[config.mk]
export PLATFORM = sky130hd
export DESIGN_NAME = pulse_env_stream_flat
export DESIGN_NICKNAME = d
export VERILOG_FILES = /design/src/rtl/pulse_env_stream_if.sv /design/src/rtl/pulse_env_stream.sv /design/src/flat_wrapper.sv
export SDC_FILE = /design/constraint.sdc
export NUM_CORES = 1
export LEC_CHECK = 0
export BUFFER_PORTS_ARGS = -buffer_cell sky130_fd_sc_hd__buf_4
export CORE_ASPECT_RATIO = 1.5
export CORE_MARGIN = 2
export CORE_UTILIZATION = 55
export DETAILED_ROUTE_END_ITERATION = 6
export PLACE_DENSITY = 0.79
export SYNTH_ARGS = -nofsm -noshare
export SYNTH_HDL_FRONTEND = slang
export SYNTH_SLANG_ARGS = --single-unit
[constraint.sdc]
create_clock -name clk -period 4 [get_ports clk]
set_input_delay 0.4 -clock clk [delete_from_list [all_inputs] [get_ports clk]]
set_output_delay 0.4 -clock clk [all_outputs]
set_load 0.05 [all_outputs]
[src/rtl/pulse_env_stream_if.sv]
// Command/stream bundle between the pulse parameter stage, the envelope
// address generator and the DDS/mixer stage.
interface pulse_env_stream_if #(
    parameter int unsigned PHASE_WIDTH    = 14,
    parameter int unsigned FREQ_WIDTH     = 24,
    parameter int unsigned ENV_ADDR_WIDTH = 12,
    parameter int unsigned ENV_WORD_WIDTH = 24
);
    logic                      cstrobe;
    logic [ENV_WORD_WIDTH-1:0] env_word;
    logic [FREQ_WIDTH-1:0]     freq;
    logic [PHASE_WIDTH-1:0]    phase;
    logic [ENV_ADDR_WIDTH-1:0] env_addr;
    logic                      env_ren;
    logic                      out_valid;
    logic                      out_first;
    logic                      out_last;
    logic [FREQ_WIDTH-1:0]     out_freq;
    logic [PHASE_WIDTH-1:0]    out_phase;
    logic                      busy;
    logic                      preempt_flag;

    modport master (
        output cstrobe, env_word, freq, phase,
        input  env_addr, env_ren, out_valid, out_first, out_last,
               out_freq, out_phase, busy, preempt_flag
    );

    modport slave (
        input  cstrobe, env_word, freq, phase,
        output env_addr, env_ren, out_valid, out_first, out_last,
               out_freq, out_phase, busy, preempt_flag
    );
endinterface

[src/rtl/pulse_env_stream.sv]
// Envelope address walker: issues one envelope address per clock per pulse and
// delays freq/phase/flags by the memory read latency to align with read data.
module pulse_env_stream #(
    parameter int unsigned PHASE_WIDTH    = 14,
    parameter int unsigned FREQ_WIDTH     = 24,
    parameter int unsigned ENV_ADDR_WIDTH = 12,
    parameter int unsigned ENV_LEN_WIDTH  = 12,
    parameter int unsigned ENV_WORD_WIDTH = 24,
    parameter int unsigned MEM_LATENCY    = 2
) (
    input  logic               clk,
    input  logic               reset,
    pulse_env_stream_if.slave  bus
);
    localparam logic [0:0] IDLE = 1'b0;
    localparam logic [0:0] RUN  = 1'b1;

    logic [0:0]                state_q, state_d;
    logic [ENV_ADDR_WIDTH-1:0] addr_q, addr_d;
    logic [ENV_LEN_WIDTH-1:0]  rem_q, rem_d;
    logic                      first_q, first_d;
    logic [FREQ_WIDTH-1:0]     freq_q, freq_d;
    logic [PHASE_WIDTH-1:0]    phase_q, phase_d;
    logic                      preempt_q, preempt_d;

    logic [ENV_ADDR_WIDTH-1:0] start_in;
    logic [ENV_LEN_WIDTH-1:0]  len_in;
    logic                      len_zero;
    logic                      run;
    logic                      last_c;

    assign start_in = bus.env_word[ENV_WORD_WIDTH-1 -: ENV_ADDR_WIDTH];
    assign len_in   = bus.env_word[ENV_LEN_WIDTH-1:0];
    assign len_zero = (len_in == '0);
    assign run      = (state_q == RUN);
    // The address on the bus this cycle is final if the count is exhausted or a strobe cuts it short
    assign last_c   = run && ((rem_q == '0) || bus.cstrobe);

    always_comb begin
        state_d   = state_q;
        addr_d    = addr_q;
        rem_d     = rem_q;
        first_d   = first_q;
        freq_d    = freq_q;
        phase_d   = phase_q;
        preempt_d = preempt_q;

        if (run && bus.cstrobe && ((rem_q != '0) || len_zero)) begin
            preempt_d = 1'b1;
        end

        case (state_q)
            IDLE: begin
                if (bus.cstrobe && !len_zero) begin
                    state_d = RUN;
                    addr_d  = start_in;
                    rem_d   = len_in - ENV_LEN_WIDTH'(1);
                    first_d = 1'b1;
                    freq_d  = bus.freq;
                    phase_d = bus.phase;
                end
            end
            RUN: begin
                if (bus.cstrobe) begin
                    if (len_zero) begin
                        state_d = IDLE;
                        first_d = 1'b0;
                    end else begin
                        addr_d  = start_in;
                        rem_d   = len_in - ENV_LEN_WIDTH'(1);
                        first_d = 1'b1;
                        freq_d  = bus.freq;
                        phase_d = bus.phase;
                    end
                end else if (rem_q == '0) begin
                    state_d = IDLE;
                    first_d = 1'b0;
                end else begin
                    addr_d  = addr_q + ENV_ADDR_WIDTH'(1);
                    rem_d   = rem_q - ENV_LEN_WIDTH'(1);
                    first_d = 1'b0;
                end
            end
            default: state_d = IDLE;
        endcase
    end

    always_ff @(posedge clk) begin
        if (reset) begin
            state_q   <= IDLE;
            addr_q    <= '0;
            rem_q     <= '0;
            first_q   <= 1'b0;
            freq_q    <= '0;
            phase_q   <= '0;
            preempt_q <= 1'b0;
        end else begin
            state_q   <= state_d;
            addr_q    <= addr_d;
            rem_q     <= rem_d;
            first_q   <= first_d;
            freq_q    <= freq_d;
            phase_q   <= phase_d;
            preempt_q <= preempt_d;
        end
    end

    // Alignment pipeline; freq/phase stages only load behind a valid entry so they hold between pulses
    logic [MEM_LATENCY-1:0] v_p, f_p, l_p;
    logic [FREQ_WIDTH-1:0]  fr_p [MEM_LATENCY];
    logic [PHASE_WIDTH-1:0] ph_p [MEM_LATENCY];

    always_ff @(posedge clk) begin
        if (reset) begin
            v_p <= '0;
            f_p <= '0;
            l_p <= '0;
            for (int i = 0; i < int'(MEM_LATENCY); i++) begin
                fr_p[i] <= '0;
                ph_p[i] <= '0;
            end
        end else begin
            v_p[0] <= run;
            f_p[0] <= run && first_q;
            l_p[0] <= last_c;
            if (run) begin
                fr_p[0] <= freq_q;
                ph_p[0] <= phase_q;
            end
            for (int i = 1; i < int'(MEM_LATENCY); i++) begin
                v_p[i] <= v_p[i-1];
                f_p[i] <= f_p[i-1];
                l_p[i] <= l_p[i-1];
                if (v_p[i-1]) begin
                    fr_p[i] <= fr_p[i-1];
                    ph_p[i] <= ph_p[i-1];
                end
            end
        end
    end

    assign bus.env_addr     = addr_q;
    assign bus.env_ren      = run;
    assign bus.busy         = run;
    assign bus.preempt_flag = preempt_q;
    assign bus.out_valid    = v_p[MEM_LATENCY-1];
    assign bus.out_first    = f_p[MEM_LATENCY-1];
    assign bus.out_last     = l_p[MEM_LATENCY-1];
    assign bus.out_freq     = fr_p[MEM_LATENCY-1];
    assign bus.out_phase    = ph_p[MEM_LATENCY-1];
endmodule

[src/flat_wrapper.sv]
// flat-port wrapper written by rule: the top's interface ports become plain ports
module pulse_env_stream_flat 
#(
    parameter int unsigned PHASE_WIDTH    = 14,
    parameter int unsigned FREQ_WIDTH     = 24,
    parameter int unsigned ENV_ADDR_WIDTH = 12,
    parameter int unsigned ENV_LEN_WIDTH  = 12,
    parameter int unsigned ENV_WORD_WIDTH = 24,
    parameter int unsigned MEM_LATENCY    = 2
)
  (clk, reset, bus_cstrobe, bus_env_word, bus_freq, bus_phase, bus_env_addr, bus_env_ren, bus_out_valid, bus_out_first, bus_out_last, bus_out_freq, bus_out_phase, bus_busy, bus_preempt_flag);
  pulse_env_stream_if #(.PHASE_WIDTH(PHASE_WIDTH), .FREQ_WIDTH(FREQ_WIDTH), .ENV_ADDR_WIDTH(ENV_ADDR_WIDTH), .ENV_WORD_WIDTH(ENV_WORD_WIDTH)) bus_i ();
  input  logic clk;
  input  logic reset;
  input wire logic [$bits(bus_i.cstrobe)-1:0] bus_cstrobe;
  input wire logic [$bits(bus_i.env_word)-1:0] bus_env_word;
  input wire logic [$bits(bus_i.freq)-1:0] bus_freq;
  input wire logic [$bits(bus_i.phase)-1:0] bus_phase;
  output wire logic [$bits(bus_i.env_addr)-1:0] bus_env_addr;
  output wire logic [$bits(bus_i.env_ren)-1:0] bus_env_ren;
  output wire logic [$bits(bus_i.out_valid)-1:0] bus_out_valid;
  output wire logic [$bits(bus_i.out_first)-1:0] bus_out_first;
  output wire logic [$bits(bus_i.out_last)-1:0] bus_out_last;
  output wire logic [$bits(bus_i.out_freq)-1:0] bus_out_freq;
  output wire logic [$bits(bus_i.out_phase)-1:0] bus_out_phase;
  output wire logic [$bits(bus_i.busy)-1:0] bus_busy;
  output wire logic [$bits(bus_i.preempt_flag)-1:0] bus_preempt_flag;
  assign bus_i.cstrobe = bus_cstrobe;
  assign bus_i.env_word = bus_env_word;
  assign bus_i.freq = bus_freq;
  assign bus_i.phase = bus_phase;
  assign bus_env_addr = bus_i.env_addr;
  assign bus_env_ren = bus_i.env_ren;
  assign bus_out_valid = bus_i.out_valid;
  assign bus_out_first = bus_i.out_first;
  assign bus_out_last = bus_i.out_last;
  assign bus_out_freq = bus_i.out_freq;
  assign bus_out_phase = bus_i.out_phase;
  assign bus_busy = bus_i.busy;
  assign bus_preempt_flag = bus_i.preempt_flag;
  pulse_env_stream #(.PHASE_WIDTH(PHASE_WIDTH), .FREQ_WIDTH(FREQ_WIDTH), .ENV_ADDR_WIDTH(ENV_ADDR_WIDTH), .ENV_LEN_WIDTH(ENV_LEN_WIDTH), .ENV_WORD_WIDTH(ENV_WORD_WIDTH), .MEM_LATENCY(MEM_LATENCY)) u_core (.clk(clk), .reset(reset), .bus(bus_i));
endmodule
=== Word level (Yosys, flattened, before mapping) ===
Memory sizes are Yosys's and may differ from the RTL's.
Cells that the tools add are included.

* Register bits: 71
* Memory bits (writable): 76
* Memories kept: 2

* Reduce and logical (&&, ||, !) cells: 13
* Mux-type cells: 38
* Equal/unequal tests: 5
* Bitwise logic cells: 5
* Add/sub/neg operators: 3

{| class="wikitable"
|+ Memories
! name !! words !! width !! read ports !! clocked after Yosys merged registers in !! wr ports !! RTL line !! source
|-
| u_core.fr_p || 2 || 24 || 2 || 0 || 2 || pulse_env_stream.sv:110 || <nowiki>logic [FREQ_WIDTH-1:0] fr_p [MEM_LATENCY];</nowiki>
|-
| u_core.ph_p || 2 || 14 || 2 || 0 || 2 || pulse_env_stream.sv:111 || <nowiki>logic [PHASE_WIDTH-1:0] ph_p [MEM_LATENCY];</nowiki>
|}

{| class="wikitable"
|+ Operators with widths
! kind !! number
|-
| 24-bit two-way mux || 5
|-
| 12-bit two-way mux || 8
|-
| 14-bit two-way mux || 5
|-
| 12-bit case mux with 2 select lines || 2
|-
| 24-bit case mux with 2 select lines || 1
|-
| 14-bit case mux with 2 select lines || 1
|-
| 12-bit logical NOT || 2
|-
| 12-bit by 1-bit subtractor with 12-bit output (second input constant) || 2
|-
| 1-bit two-way mux || 14
|-
| 12-bit by 1-bit adder with 12-bit output (second input constant) || 1
|-
| 12-bit nonzero test || 1
|-
| 3-bit inequality test (second input constant) || 2
|-
| 3-bit AND reduction || 2
|-
| 1-bit logical AND || 5
|-
| 2-bit inequality test (second input constant) || 2
|-
| 1-bit OR || 4
|-
| 1-bit case mux with 2 select lines || 2
|-
| 1-bit logical OR || 2
|-
| 2-bit by 1-bit inequality test with 1-bit output (second input constant) || 1
|-
| 1-bit logical NOT || 1
|-
| 1-bit NOT || 1
|}

=== Logic depth before layout (Yosys ltp) ===
* Depth after elaboration: 5
* Depth in mapped cells: 9

=== Worst setup path before layout ===
No wires, ideal clock.

* Kind: register -> register
* Start point: reg u_core.addr_q[0], in the netlist u_core.bus.env_addr[0]
* End point: reg u_core.addr_q[10], in the netlist u_core.bus.env_addr[10]
* Data required time: 3.867 ns
* Path slack: 2.070 ns
* Stages on the path, launching flop included: 7
* Period minus slack after synthesis: 1.930 ns
* Setup time: 0.133 ns
* Arrival time: 1.797 ns
* Buffers on the path: 0
* Path through: dfxtp_1 -> ha_1 -> and3_1 -> nand4_1 -> or3_1 -> o21ai_0 -> a211oi_1

* Word-level cells in the longest chain between the ends: 4

{| class="wikitable"
|+ Ends and longest elaborated chain
! what !! RTL line !! source
|-
| from (decl) || pulse_env_stream.sv:19 || <nowiki>logic [ENV_ADDR_WIDTH-1:0] addr_q, addr_d;</nowiki>
|-
| from (signal assigned) || pulse_env_stream.sv:99 || <nowiki>addr_q <= addr_d;</nowiki>
|-
| 12-bit by 1-bit adder with 12-bit output || pulse_env_stream.sv:79 || <nowiki>addr_d = addr_q + ENV_ADDR_WIDTH'(1);</nowiki>
|-
| 12-bit two-way mux || pulse_env_stream.sv:75 || <nowiki>end else if (rem_q == '0) begin</nowiki>
|-
| 12-bit two-way mux || pulse_env_stream.sv:64 || <nowiki>if (bus.cstrobe) begin</nowiki>
|-
| 12-bit case mux with 2 select lines || pulse_env_stream.sv:52 || <nowiki>case (state_q)</nowiki>
|}

No other way between the ends. The select of a mux whose other input is x is not followed.
A chain may end at the register's enable or synchronous reset.

=== Worst setup path in the final report ===
* Start point: reg u_core.rem_q[5]
* End point: reg u_core.rem_q[5]

* Word-level cells in the longest chain between the ends: 4
* Elaborated cells between the ends (all ways): 7

{| class="wikitable"
|+ Ends and longest elaborated chain
! what !! RTL line !! source
|-
| from (decl) || pulse_env_stream.sv:20 || <nowiki>logic [ENV_LEN_WIDTH-1:0] rem_q, rem_d;</nowiki>
|-
| from (signal assigned) || pulse_env_stream.sv:100 || <nowiki>rem_q <= rem_d;</nowiki>
|-
| 12-bit by 1-bit subtractor with 12-bit output || pulse_env_stream.sv:80 || <nowiki>rem_d = rem_q - ENV_LEN_WIDTH'(1);</nowiki>
|-
| 12-bit two-way mux || pulse_env_stream.sv:75 ||
|-
| 12-bit two-way mux || pulse_env_stream.sv:64 ||
|-
| 12-bit case mux with 2 select lines || pulse_env_stream.sv:52 ||
|}

Parallel ways exist; a longest one is shown, timed or not. The select of a mux whose other input is x is not followed.

==> metrics.txt <==
GR Overflow Total=0; Post-Layout Cell Count=857; WS Path Type=flop to flop; power per cell area=491 nW/um2; Main synth FF type=edfxtp_1; CTS tree=built; ANT cells=0; crit path capture type=flop; # setup viols final=0; Vias/cell=5.26; # IOs=121; # clock sinks=147; required time of the critical path=4.35 ns; Util after Layout=0.672; CTS Buffer Depth=2; Yosys warnings=0; most frequent cells in the layout=buf_4 (127), nand2_1 (98), nor2b_1 (82), edfxtp_1 (76), dfxtp_1 (71); critical path peak fanout=26; initial antenna violation count=0; post-synthesis register bit count=147; via count=4,509; asr flop ratio synth=0; detailed-route wire length=12,200 um; period utilization=0.561; CORE AREA=11,400 um2; Synth top area share=0.358; status=completed; hold path cells=3; # DRC=0; RSZ-0062 raised after global routing=no; vias in the first global route=4,334; die area=12,500 um2; sequential area share after synthesis=0.580; Die H=136 um; slew margin rel.=0.418; Routed WL per cell=14.2 um; initial drt markers=293; clock-pin slew on the worst setup and hold paths=0.06 ns; Filler cells=903; Inserted Clock Buffers=17; largest area contributor in the netlist=edfxtp_1; cts hold-fix bufs=0; Sequential Area=3700 um2; H-tree levels=4; effective utilization at floorplan=0.559; Setup TNS=0 ns; maximum clock rate=445 MHz; NumNets Final=764; placed insts=825; library cells used by synthesis=49; Syn Area/Cell=10.2 um2; most common cell after layout, fill and taps aside=buf_4; number of gates resized after CTS=0; top cells by area, synth=edfxtp_1 (36%), dfxtp_1 (22%), nor2b_1 (8.0%), nand2_1 (5.8%), a21oi_1 (5.3%); EDFF count, synth=76; Slew @ Worst Pin=0.873 ns; Die Wd=92.0 um; Clock Latency Late Sink=0.41 ns; Pleak=2.97 nW; first-pass GRT wire length=20,100 um; Final ANT Viol Nets=0; Placement Cell Area=7070 um2; syn nets=694; Layout area overhead=20.1%; Post-Synthesis Cells=624; Fin Hold WS=0.235 ns; DRT Pass-1 Iters=4; Peak supply drop=0.314 mV; minimum clock period=2.24 ns; Post-CTS Setup Bufs=0; RD Place Congestion=0.796; gr usage total=0.204; CTS root buf=clkbuf_16; Finished Cell Area=7660 um2; share of cells above drive strength 1=0.239; hpwl dp=8270 um; num rows=48; number of buffers added on ports=120; R2R cell count=5; final count of hold timing violations=0; Worst Setup Start Kind=flop; multi-input combinational cell area=2210 um2; Arrival @ worst endpoint=2.59 ns; HP Class=input port to flop; max-cap check violation count=0; mapped cell area=6380 um2; worst clock skew=0.00719 ns; largest net degree at the start of global routing=59; Final Max Slew Viols=0
## registers in the layout (all words and copies together) (netlist names)
name	flops
u_core.ph_p	28
u_core.f_p	2
u_core.bus.busy	1
u_core.bus.preempt_flag	1
u_core.l_p	2
u_core.bus.env_addr	12
u_core.v_p	2
u_core.fr_p	48
u_core.freq_q	24
u_core.first_q	1
u_core.phase_q	14
u_core.rem_q	12
## stage by stage
step | worst slack (ns) | power, mW
6_report | 1.76 | 3.77
5_1_grt | 1.57 | 3.90
4_1_cts | 1.79 | 3.79
3_5_place_dp | 1.64 | 2.25
3_3_place_gp | 1.78 | 2.24
2_1_floorplan | 2.07 | 2.12
## critical path, cell delays in order, from the launching register on
cell and delay, ns:
dfxtp_1 0.36, nor4_2 0.46, and4_1 0.39, a2bb2oi_4 0.53, o21ai_0 0.27, a21oi_2 0.17
## where the power goes
group,switching [mW],internal [mW]
combinational,0.315,0.173
sequential,0.0463,1.69
clock,0.661,0.885
## metal layers
metal	track usage	up-vias	part of all wire	routed length, um
li1	-	2244	-	-
met1	0.233	2091	0.38	4650
met2	0.366	149	0.55	6640
met3	0.0477	25	0.051	622
met4	0.0846	0	0.019	231
met5	0	-	0	0
## cells by family after synthesis
kind of cell | after synthesis | synth area share
XOR/XNOR | 8 | 0.0110
AO/OA/AOI/OAI | 122 | 0.113
flip-flops | 147 | 0.580
AND/OR/NAND/NOR | 261 | 0.211
buffers and inverters | 81 | 0.0747
adder cells (fa/ha/maj) | 5 | 0.00980
## final cells by class
cell class,count,area share
well taps,150,0.0245
clock inverters,15,0.0215
inverters,5,0.00245
flip-flops and latches,147,0.483
clock buffers,17,0.0555
repair buffers,127,0.124
multi-input cells,396,0.288
## worst paths after layout
| check | startpoint | to | slack (ns) |
|---|---|---|---|
| setup / recovery | u_core.rem_q[5]$_SDFFE_PP0P_ | u_core.rem_q[5]$_SDFFE_PP0P_ | 1.76 |
| hold / removal | bus_freq[16] | u_core.freq_q[16]$_SDFFE_PP0P_ | 0.23 |
| setup reg to reg | u_core.rem_q[5]$_SDFFE_PP0P_ | u_core.rem_q[5]$_SDFFE_PP0P_ | 1.76 |
| hold reg to reg | u_core.phase_q[13]$_SDFFE_PP0P_ | u_core.phase_q[13]$_SDFFE_PP0P_ | 0.45 |
## synthesized netlist by cell type, types with 3 or more instances
cell,count
a31oi_1,3
o211ai_1,5
xnor2_1,4
a21oi_1,67
nor4_1,5
nor2_1,21
o21a_1,3
or3_1,5
buf_2,9
edfxtp_1,76
inv_1,5
dfxtp_1,71
nor2b_1,82
a211oi_1,4
o32ai_1,3
nand2b_1,10
buf_4,41
nand2_1,98
clkbuf_1,24
o21ai_0,24
ha_1,5
and2_1,5
nand3_1,10
nand4_1,3
xor2_1,4
nor3_1,8
Power figures use the tool's default switching activity.
